$ cat config.mk
export PLATFORM = sky130hd
export DESIGN_NAME = rv32i_mc_ctrl
export DESIGN_NICKNAME = d
export VERILOG_FILES = /design/src/rtl/rv32i_mc_ctrl.sv
export SDC_FILE = /design/constraint.sdc
export NUM_CORES = 1
export LEC_CHECK = 0
export BUFFER_PORTS_ARGS = -buffer_cell sky130_fd_sc_hd__buf_2
export CORE_MARGIN = 8
export CORE_UTILIZATION = 37
export DETAILED_ROUTE_END_ITERATION = 7
export GPL_TIMING_DRIVEN = 0
export PLACE_DENSITY_LB_ADDON = 0.1
export REMOVE_ABC_BUFFERS = 1
export SLEW_MARGIN = 5
export SYNTH_ARGS = -nofsm -noshare
export SYNTH_HDL_FRONTEND = slang
export SYNTH_SLANG_ARGS = --single-unit
$ cat constraint.sdc
create_clock -name clk -period 2.6 [get_ports clk]
set_input_delay 0.13 -clock clk [delete_from_list [all_inputs] [get_ports clk]]
set_output_delay 0.13 -clock clk [all_outputs]
set_load 0.1 [all_outputs]
$ cat src/rtl/rv32i_mc_ctrl.sv
// Multi-cycle control FSM for an RV32I core: sequences FETCH/DECODE/EXEC/MEM/WB,
// drives datapath enables and selects, traps on unsupported encodings and counts retires.
`timescale 1ns/1ps
module rv32i_mc_ctrl #(
  parameter int INSTRET_W = 32
) (
  input  logic                 clk,
  input  logic                 rst_n,
  input  logic                 imem_rdy,
  input  logic                 dmem_rdy,
  input  logic [6:0]           opcode,
  input  logic [2:0]           f3,
  input  logic [6:0]           f7,
  input  logic                 br_taken,
  output logic                 imem_req,
  output logic                 ir_we,
  output logic                 pc_we,
  output logic [1:0]           pc_sel,
  output logic [3:0]           alu_op,
  output logic                 alu_a_sel,
  output logic                 alu_b_sel,
  output logic                 dmem_req,
  output logic                 dmem_we,
  output logic                 rf_we,
  output logic [1:0]           wb_sel,
  output logic                 trap,
  output logic [2:0]           state,
  output logic [INSTRET_W-1:0] instret
);

  localparam logic [2:0] S_FETCH  = 3'd0;
  localparam logic [2:0] S_DECODE = 3'd1;
  localparam logic [2:0] S_EXEC   = 3'd2;
  localparam logic [2:0] S_MEM    = 3'd3;
  localparam logic [2:0] S_WB     = 3'd4;
  localparam logic [2:0] S_TRAP   = 3'd5;

  localparam logic [6:0] OPC_LUI    = 7'b0110111;
  localparam logic [6:0] OPC_AUIPC  = 7'b0010111;
  localparam logic [6:0] OPC_JAL    = 7'b1101111;
  localparam logic [6:0] OPC_JALR   = 7'b1100111;
  localparam logic [6:0] OPC_BRANCH = 7'b1100011;
  localparam logic [6:0] OPC_LOAD   = 7'b0000011;
  localparam logic [6:0] OPC_STORE  = 7'b0100011;
  localparam logic [6:0] OPC_OPIMM  = 7'b0010011;
  localparam logic [6:0] OPC_OP     = 7'b0110011;
  localparam logic [6:0] OPC_FENCE  = 7'b0001111;

  localparam logic [3:0] ALU_ADD   = 4'd0;
  localparam logic [3:0] ALU_SUB   = 4'd1;
  localparam logic [3:0] ALU_SLL   = 4'd2;
  localparam logic [3:0] ALU_SLT   = 4'd3;
  localparam logic [3:0] ALU_SLTU  = 4'd4;
  localparam logic [3:0] ALU_XOR   = 4'd5;
  localparam logic [3:0] ALU_SRL   = 4'd6;
  localparam logic [3:0] ALU_SRA   = 4'd7;
  localparam logic [3:0] ALU_OR    = 4'd8;
  localparam logic [3:0] ALU_AND   = 4'd9;
  localparam logic [3:0] ALU_PASSB = 4'd10;

  localparam logic [1:0] PC_PLUS4 = 2'd0;
  localparam logic [1:0] PC_IMM   = 2'd1;
  localparam logic [1:0] PC_ALU   = 2'd2;

  localparam logic [1:0] WB_ALU = 2'd0;
  localparam logic [1:0] WB_MEM = 2'd1;
  localparam logic [1:0] WB_PC4 = 2'd2;

  logic [2:0]           r_state;
  logic [2:0]           w_state_nxt;
  logic [INSTRET_W-1:0] r_instret;
  logic                 w_retire;

  // SYSTEM and every opcode outside the supported set fall to the default arm.
  function automatic logic f_is_legal(input logic [6:0] opc, input logic [2:0] fn3,
                                      input logic [6:0] fn7);
    logic ok;
    ok = 1'b0;
    case (opc)
      OPC_LUI, OPC_AUIPC, OPC_JAL, OPC_JALR, OPC_FENCE: ok = 1'b1;
      OPC_OP: begin
        if (fn7 == 7'h00) begin
          ok = 1'b1;
        end else if (fn7 == 7'h20) begin
          ok = (fn3 == 3'b000) || (fn3 == 3'b101);
        end else begin
          ok = 1'b0;
        end
      end
      OPC_OPIMM: begin
        if (fn3 == 3'b101) begin
          ok = (fn7 == 7'h00) || (fn7 == 7'h20);
        end else if (fn3 == 3'b001) begin
          ok = (fn7 == 7'h00);
        end else begin
          ok = 1'b1;
        end
      end
      OPC_BRANCH: ok = (fn3 != 3'b010) && (fn3 != 3'b011);
      OPC_LOAD:   ok = (fn3 != 3'b011) && (fn3 != 3'b110) && (fn3 != 3'b111);
      OPC_STORE:  ok = (fn3 <= 3'b010);
      default:    ok = 1'b0;
    endcase
    return ok;
  endfunction

  function automatic logic [3:0] f_alu_op(input logic [2:0] fn3, input logic sub_sel,
                                          input logic sra_sel);
    logic [3:0] op;
    case (fn3)
      3'b000:  op = sub_sel ? ALU_SUB : ALU_ADD;
      3'b001:  op = ALU_SLL;
      3'b010:  op = ALU_SLT;
      3'b011:  op = ALU_SLTU;
      3'b100:  op = ALU_XOR;
      3'b101:  op = sra_sel ? ALU_SRA : ALU_SRL;
      3'b110:  op = ALU_OR;
      3'b111:  op = ALU_AND;
      default: op = ALU_ADD;
    endcase
    return op;
  endfunction

  // State register
  always_ff @(posedge clk or negedge rst_n) begin
    if (!rst_n) begin
      r_state <= S_FETCH;
    end else begin
      r_state <= w_state_nxt;
    end
  end

  // Next-state logic; an undefined encoding parks in TRAP rather than resuming execution
  always_comb begin
    w_state_nxt = r_state;
    case (r_state)
      S_FETCH: begin
        if (imem_rdy) begin
          w_state_nxt = S_DECODE;
        end else begin
          w_state_nxt = S_FETCH;
        end
      end
      S_DECODE: begin
        if (f_is_legal(opcode, f3, f7)) begin
          w_state_nxt = S_EXEC;
        end else begin
          w_state_nxt = S_TRAP;
        end
      end
      S_EXEC: begin
        if ((opcode == OPC_LOAD) || (opcode == OPC_STORE)) begin
          w_state_nxt = S_MEM;
        end else if (opcode == OPC_BRANCH) begin
          w_state_nxt = S_FETCH;
        end else begin
          w_state_nxt = S_WB;
        end
      end
      S_MEM: begin
        if (!dmem_rdy) begin
          w_state_nxt = S_MEM;
        end else if (opcode == OPC_STORE) begin
          w_state_nxt = S_FETCH;
        end else begin
          w_state_nxt = S_WB;
        end
      end
      S_WB:    w_state_nxt = S_FETCH;
      S_TRAP:  w_state_nxt = S_TRAP;
      default: w_state_nxt = S_TRAP;
    endcase
  end

  // Output decode; everything is held at 0 while rst_n is low
  always_comb begin
    imem_req  = 1'b0;
    ir_we     = 1'b0;
    pc_we     = 1'b0;
    pc_sel    = PC_PLUS4;
    alu_op    = ALU_ADD;
    alu_a_sel = 1'b0;
    alu_b_sel = 1'b0;
    dmem_req  = 1'b0;
    dmem_we   = 1'b0;
    rf_we     = 1'b0;
    wb_sel    = WB_ALU;
    trap      = 1'b0;
    w_retire  = 1'b0;
    if (!rst_n) begin
      imem_req = 1'b0;
    end else begin
      case (r_state)
        S_FETCH: begin
          imem_req = 1'b1;
          ir_we    = imem_rdy;
        end
        S_DECODE: begin
          imem_req = 1'b0;
        end
        S_EXEC: begin
          case (opcode)
            OPC_OP: alu_op = f_alu_op(f3, f7[5], f7[5]);
            OPC_OPIMM: begin
              alu_op    = f_alu_op(f3, 1'b0, f7[5]);
              alu_b_sel = 1'b1;
            end
            OPC_LUI: begin
              alu_op    = ALU_PASSB;
              alu_b_sel = 1'b1;
            end
            OPC_AUIPC: begin
              alu_a_sel = 1'b1;
              alu_b_sel = 1'b1;
            end
            OPC_LOAD, OPC_STORE, OPC_JALR: alu_b_sel = 1'b1;
            OPC_BRANCH: begin
              alu_op   = ALU_SUB;
              pc_we    = 1'b1;
              pc_sel   = br_taken ? PC_IMM : PC_PLUS4;
              w_retire = 1'b1;
            end
            default: alu_op = ALU_ADD;
          endcase
        end
        S_MEM: begin
          dmem_req = 1'b1;
          dmem_we  = (opcode == OPC_STORE);
          if (dmem_rdy && (opcode == OPC_STORE)) begin
            pc_we    = 1'b1;
            w_retire = 1'b1;
          end else begin
            pc_we    = 1'b0;
          end
        end
        S_WB: begin
          pc_we    = 1'b1;
          w_retire = 1'b1;
          rf_we    = (opcode != OPC_FENCE);
          // JALR target comes straight off the ALU, so its operands stay selected here
          case (opcode)
            OPC_LOAD: wb_sel = WB_MEM;
            OPC_JAL: begin
              wb_sel = WB_PC4;
              pc_sel = PC_IMM;
            end
            OPC_JALR: begin
              wb_sel    = WB_PC4;
              pc_sel    = PC_ALU;
              alu_b_sel = 1'b1;
            end
            default: wb_sel = WB_ALU;
          endcase
        end
        S_TRAP: begin
          trap = 1'b1;
        end
        default: begin
          trap = 1'b0;
        end
      endcase
    end
  end

  // Retired-instruction counter, wraps naturally at all-ones
  always_ff @(posedge clk or negedge rst_n) begin
    if (!rst_n) begin
      r_instret <= '0;
    end else if (w_retire) begin
      r_instret <= r_instret + INSTRET_W'(1);
    end else begin
      r_instret <= r_instret;
    end
  end

  assign state   = r_state;
  assign instret = r_instret;

endmodule
==> results of run 1 <==
[final cells by class]
class / count / share of cell area [%]
multi-input cells: 189 / 44.8
flip-flops and latches: 35 / 32.4
repair buffers: 75 / 15.2
well taps: 75 / 3.46
clock buffers: 6 / 2.68
inverters: 8 / 1.11
clock inverters: 2 / 0.462
[placed cells by master (no fill, tap or decap), drive strengths merged, types with 6 or more instances in the layout]
cell and instances:
buf 70, dfrtp 35, nand2 21, xor2 21, nor3 18, nor2 17, nand3 14, nor4 13
xnor2 11, clkbuf 10, and3 9, o21ai 9, inv 8, nor2b 6
[power by group]
group	switching [uW]	leakage (uW)	total (uW)	internal [uW]
Sequential	86.2	0.000461	674	588
Combinational	606	0.000858	741	134
Clock	208	0.0000412	395	187
[flip-flops by register name (all words and copies together) (netlist names)]
| signal | cells |
|---|---|
| instret | 32 |
| state | 3 |
[worst max-delay path by stage]
stage	startpoint	to	slack (ns)	cells past startpoint
6_report	state[0]	pc_we	0.23	5
5_1_grt	rst_n	alu_op[1]	0.06	7
4_1_cts	rst_n	alu_op[1]	0.06	7
3_5_place_dp	rst_n	alu_op[1]	0.03	6
3_3_place_gp	rst_n	alu_op[0]	0.02	6
2_1_floorplan	state[1]	pc_sel[0]	-2.25	4
[worst max-delay path: stages (launching register included)]
cell and delay, ns:
dfrtp_2 0.49, nand3b_1 0.15, a2111oi_4 0.55, o21ai_2 0.22
inv_1 0.21, buf_4 0.33
[cells by family (layout without fill, tap and decap cells)]
logic type | Yosys count | count (layout) | share of synthesized area, %
simple gates | 122 | 122 | 30.2
fa+ha+maj | 1 | 1 | 0.579
xor+xnor | 32 | 32 | 13.0
buf+inv | 18 | 91 | 3.36
compound gates | 34 | 34 | 12.3
flops | 35 | 35 | 40.5
[repair_timing]
item / in CTS / in global routing
resized for setup: 1 / 7
hold buffers: 2 / 0
setup endpoints to repair: 1 / 5
pin swaps: 0 / 1
endpoints found under the hold margin: 29 / 0
[per-stage QoR]
| stage | std cells | cell area, um2 | worst slack, ns | utilization (%) | total power [uW] |
|---|---|---|---|---|---|
| floorplan | 232 | 2120 | -2.25 | - | 1260 |
| global placement | 380 | 2580 | 0.0152 | 44.6 | 1420 |
| detailed placement | 380 | 2580 | 0.0269 | 44.6 | 1420 |
| CTS | 390 | 2700 | 0.0552 | 46.6 | 1830 |
| global route | 390 | 2710 | 0.0621 | 46.9 | 1900 |
| finish | 390 | 2710 | 0.227 | 46.9 | 1810 |
[per-layer routing]
| layer | share of wire (%) | wire, um |
|---|---|---|
| met1 | 46 | 2820 |
| met2 | 46 | 2870 |
| met3 | 6.5 | 404 |
| met4 | 1.6 | 99 |
| met5 | 0 | 0 |
==> flow_summary_export.csv, run 1 <==
group,metric,value,unit
outcome,status,"finished clean",
final_layout,syn_to_final_growth,25.4,%
critical_path,r2r_slack,0.44,ns
synthesis,yosys-top-cells-area,"dfrtp_1 (41%), xor2_1 (8.5%), xnor2_1 (4.5%)",
synthesis,synth-async-reset-ratio,100,%
min_path,hold_end,"state[0]",
pwr,p_per_area,668,nW/um2
final_layout,num_antenna_cells,0,
synthesis,ys_ff_latch,35,
route,drt_iter0_markers,55,
min_path,hold_path_class,"in2reg",
route,routed_wl,6.19,mm
flow_run,drv_cap,0,
grt,grt-ovfl-total,0,
synthesis,netlist_area,2160,um2
grt,antenna_found_initial,0,
clock_tree,clkTransAtPathRegs,0.08,ns
final_layout,nets,337,
sta,finalCriticalPeriod,2.37,ns
synthesis,syn_inst,242,
pwr,max-vdd-ir-drop,0.803,mV
grt,grt_usage,14.9,%
die,initial_utilization,37.4,%
clock_tree,worstSkewPairLatency,0.29,ns
clock_tree,post_cts_buffers,0,
placed_design,place.gp.congestion,0.781,
die,dieArea,8540,um2
critical_path,endpoint_kind,"output pin",
placed_design,numPortBuffers,73,
clock_tree,root_buffer,"clkbuf_8",
route,vias_per_cell,5.30,
min_path,hold_start,"imem_rdy",
critical_path,crit_type,"reg2out",
grt,met2_usage,23.8,%
critical_path,worstPathArrival,2.24,ns
grt,met1_usage,18.4,%
sta,rsz0062_at_grt,"no",
route,firstDrtPassIters,4,
grt,first_global_vias,2035,
clock_tree,numCtsBuffers,5,
sta,tns,0,ns
die,die_y,92.4,um
die,rows,28,
final_layout,final_layout_size_suffix_gt1_share,27.0,%
grt,grt.busiest_layer,"met2",
synthesis,synth_edf_count,0,
critical_path,reg2reg_from,"state[0]",
sta,maxSlewHeadroom,55.7,%
clock_tree,htree_levels,2,
sta,min_period_over_period,91.3,%
synthesis,yosys_most_used_dff,"dfrtp_1",
grt,grt_pass1_wl,10.4,mm
route,num_vias,2066,
grt,grt_max_degree,30,
critical_path,critical_path_peak_fanout,13,
sta,drv_slew,0,
final_layout,multiInputGateArea,1210,um2
sta,hold_viol,0,
synthesis,yosysTopAreaCell,"dfrtp_1",
min_path,holdPathStages,3,
critical_path,critPathRequiredTime,2.47,ns
pwr,leakage,0.00136,uW
die,die_w,92.4,um
grt,grtUsageMet3,4.69,%
synthesis,synth_cell_types,41,
critical_path,start_kind,"flop",
sta,max_freq,0.421,GHz
sta,finClkSkew,0.00512,ns
final_layout,nFillCells,598,
route,drc,0,
synthesis,ys_seq_area_share,40.5,%
route,wl_per_cell,15.9,um
synthesis,synth_common_cells,"dfrtp_1 (35), nand2_1 (21), xor2_1 (21), nor3_1 (18), nor2_1 (17)",
clock_tree,clk_path_buf_depth,2,
synthesis,yosysMostFrequentCell,"dfrtp_1",
sta,timing.hold.ws,0.197,ns
route,drtAntennaViolNets,0,
clock_tree,cts_tree,"done",
synthesis,yosysTopAreaCellShare,40.5,%
final_layout,seqCellArea,877,um2
sta,setup_viol,0,
critical_path,worst_r2r_path_depth,5,
die,pin_count,74,
critical_path,timing.rr.end,"instret[26]",
placed_design,dp_hpwl,4.47,mm
die,core-area,5780,um2
sta,tightest_slew,0.660,ns
synthesis,synth.avg_cell_area,8.93,um2
synthesis,ys_warn_count,0,
clock_tree,clock_sinks,35,
No activity file was read; power rests on OpenSTA's default activity.
==> inputs of run 2 (changes only) <==
- CORE_MARGIN: 8 -> unset
- PLACE_DENSITY_LB_ADDON: 0.1 -> unset
==> flow_summary_export.csv, run 2 (synthesis results as in run 1) <==
group,metric,value,unit
critical_path,slowest_delay,0.52,ns
final_layout,syn_to_final_growth,25.3,%
route,firstDrtPassIters,4,
grt,antenna_found_initial,0,
critical_path,crit_type,"in2out",
pwr,internal_power,964,uW
final_layout,nets,337,
sta,tns,0,ns
pwr,p_per_area,683,nW/um2
sta,tightest_slew,0.693,ns
min_path,hold_path_class,"in2reg",
sta,hold_viol,0,
sta,finalCriticalPeriod,2.40,ns
die,pin_count,74,
final_layout,finalInstanceArea,2710,um2
pwr,p_comb_share,39.8,%
critical_path,endpoint_kind,"output pin",
clock_tree,worstSkewPairLatency,0.29,ns
final_layout,nFillCells,546,
route,num_vias,2101,
clock_tree,clkTransAtPathRegs,0.07,ns
clock_tree,numCtsBuffers,5,
critical_path,slowest_stage,"dlygate4sd3_1",
grt,first_global_vias,1917,
pwr,seqPwrFrac,36.5,%
grt,grt-ovfl-total,0,
critical_path,critical_path_peak_fanout,7,
final_layout,layout_common_cells,"buf_2 (72), dfrtp_1 (34), nand2_1 (21), xor2_1 (21), nor3_1 (18)",
final_layout,largest_register_ffs,32,
sta,min_period_over_period,92.1,%
grt,grt_pass1_wl,9.35,mm
clock_tree,clk_path_buf_depth,2,
sta,max_freq,0.417,GHz
grt,grt_max_degree,36,
route,vias_per_cell,5.43,
critical_path,crit_top_cell,"buf_2",
placed_design,place_ws,0.0291,ns
clock_tree,root_buffer,"clkbuf_8",
route,drt_iter0_markers,190,
final_layout,num_antenna_cells,0,
route,routed_wl,5.45,mm
pwr,leakage,0.00137,uW
sta,drv_slew,0,
die,initial_utilization,38.8,%
die,rows,27,
route,drc,0,
pwr,power,1850,uW
flow_run,drv_cap,0,
placed_design,dp_hpwl,3.89,mm
critical_path,crit_family,"buffers and inverters",
pwr,clkPwrFrac,23.7,%
placed_design,dpl_cell_area,2570,um2
sta,rsz0062_at_grt,"no",
pwr,switching_power,886,uW
route,wl_per_cell,14.1,um
grt,grt_usage,19.4,%
critical_path,critPathRequiredTime,2.47,ns
die,dieArea,6150,um2
pwr,max-vdd-ir-drop,0.967,mV
critical_path,worstPathArrival,2.27,ns
critical_path,crit_chain,"dlygate4sd3_1, buf_2, inv_1, nor2_1, nand3_1, nor4bb_1, buf_2",
clock_tree,cts_tree,"done",
sta,finalWorstSetupSlack,0.204,ns
sta,maxSlewHeadroom,53.5,%
sta,finClkSkew,0.00617,ns
critical_path,start_kind,"input pin",
final_layout,layout_commonest_cell,"buf_2",
critical_path,critical_path_buf_inv_count,4,
pwr,swShare,47.9,%
die,core-area,5570,um2
placed_design,place.gp.congestion,0.851,
clock_tree,clock_sinks,35,
clock_tree,post_cts_buffers,0,
route,drtAntennaViolNets,0,
placed_design,numPortBuffers,73,
clock_tree,htree_levels,2,
final_layout,final_layout_size_suffix_gt1_share,27.0,%
die,die_y,78.4,um
sta,setup_viol,0,
outcome,status,"finished clean",
die,die_w,78.4,um
sta,timing.hold.ws,0.201,ns
==> run 2: layer usage <==
metal / track usage [%] / vias to the layer above / part of all wire, %
met5: 0 / - / 0
met4: 7.04 / 0 / 1.8
met3: 3.49 / 9 / 6.1
met2: 29.5 / 68 / 46
met1: 27.5 / 992 / 46
li1: - / 1032 / -
==> run 2: timing repair <==
item,in CTS,in global routing
endpoints found under the hold margin,35,0
pin swaps,0,1
gates resized for setup,1,1
hold buffers,2,0
setup endpoints to repair,1,1
==> run 2: final timing paths <==
path	start	to	slack, ns	cells after the start
setup / recovery	rst_n	alu_op[1]	0.20	7
hold / removal	imem_rdy	state[0]	0.20	3
setup reg to reg	state[0]	instret[30]	0.47	5
hold reg to reg	instret[31]	instret[31]	0.46	1
max in group asynchronous	rst_n	state[0]	1.93	3
min in group asynchronous	rst_n	instret[17]	0.48	3
==> run 2: cell type report <==
| class | instances | area, um2 | share of cell area, % |
|---|---|---|---|
| multi-input combinational | 189 | 1210 | 44.8 |
| sequential | 35 | 877 | 32.4 |
| timing repair buffer | 75 | 398 | 14.7 |
| clock buffer | 8 | 100 | 3.70 |
| tap | 72 | 90.1 | 3.33 |
| inverter | 8 | 30.0 | 1.11 |
==> run 2: per-stage QoR <==
stage	utilization [%]	std cells
6_report	48.6	387
4_1_cts	48.6	387
5_1_grt	48.6	387
3_5_place_dp	46.2	377
3_3_place_gp	46.2	377
2_1_floorplan	-	232
==> run 2: power groups by stage <==
stage / registers, uW / logic [uW] / clock network [uW]
5_1_grt: 687 / 779 / 470
2_1_floorplan: 966 / 290 / 0
3_5_place_dp: 682 / 730 / 0
3_3_place_gp: 680 / 728 / 0
4_1_cts: 672 / 739 / 451
6_report: 675 / 736 / 439
==> run 2: worst min-delay path: cells and delay by family <==
| kind | cells | cell delay, ns |
|---|---|---|
| AOI/OAI and AO/OA | 2 | 0.21 |
| buffers and inverters | 1 | 0.11 |
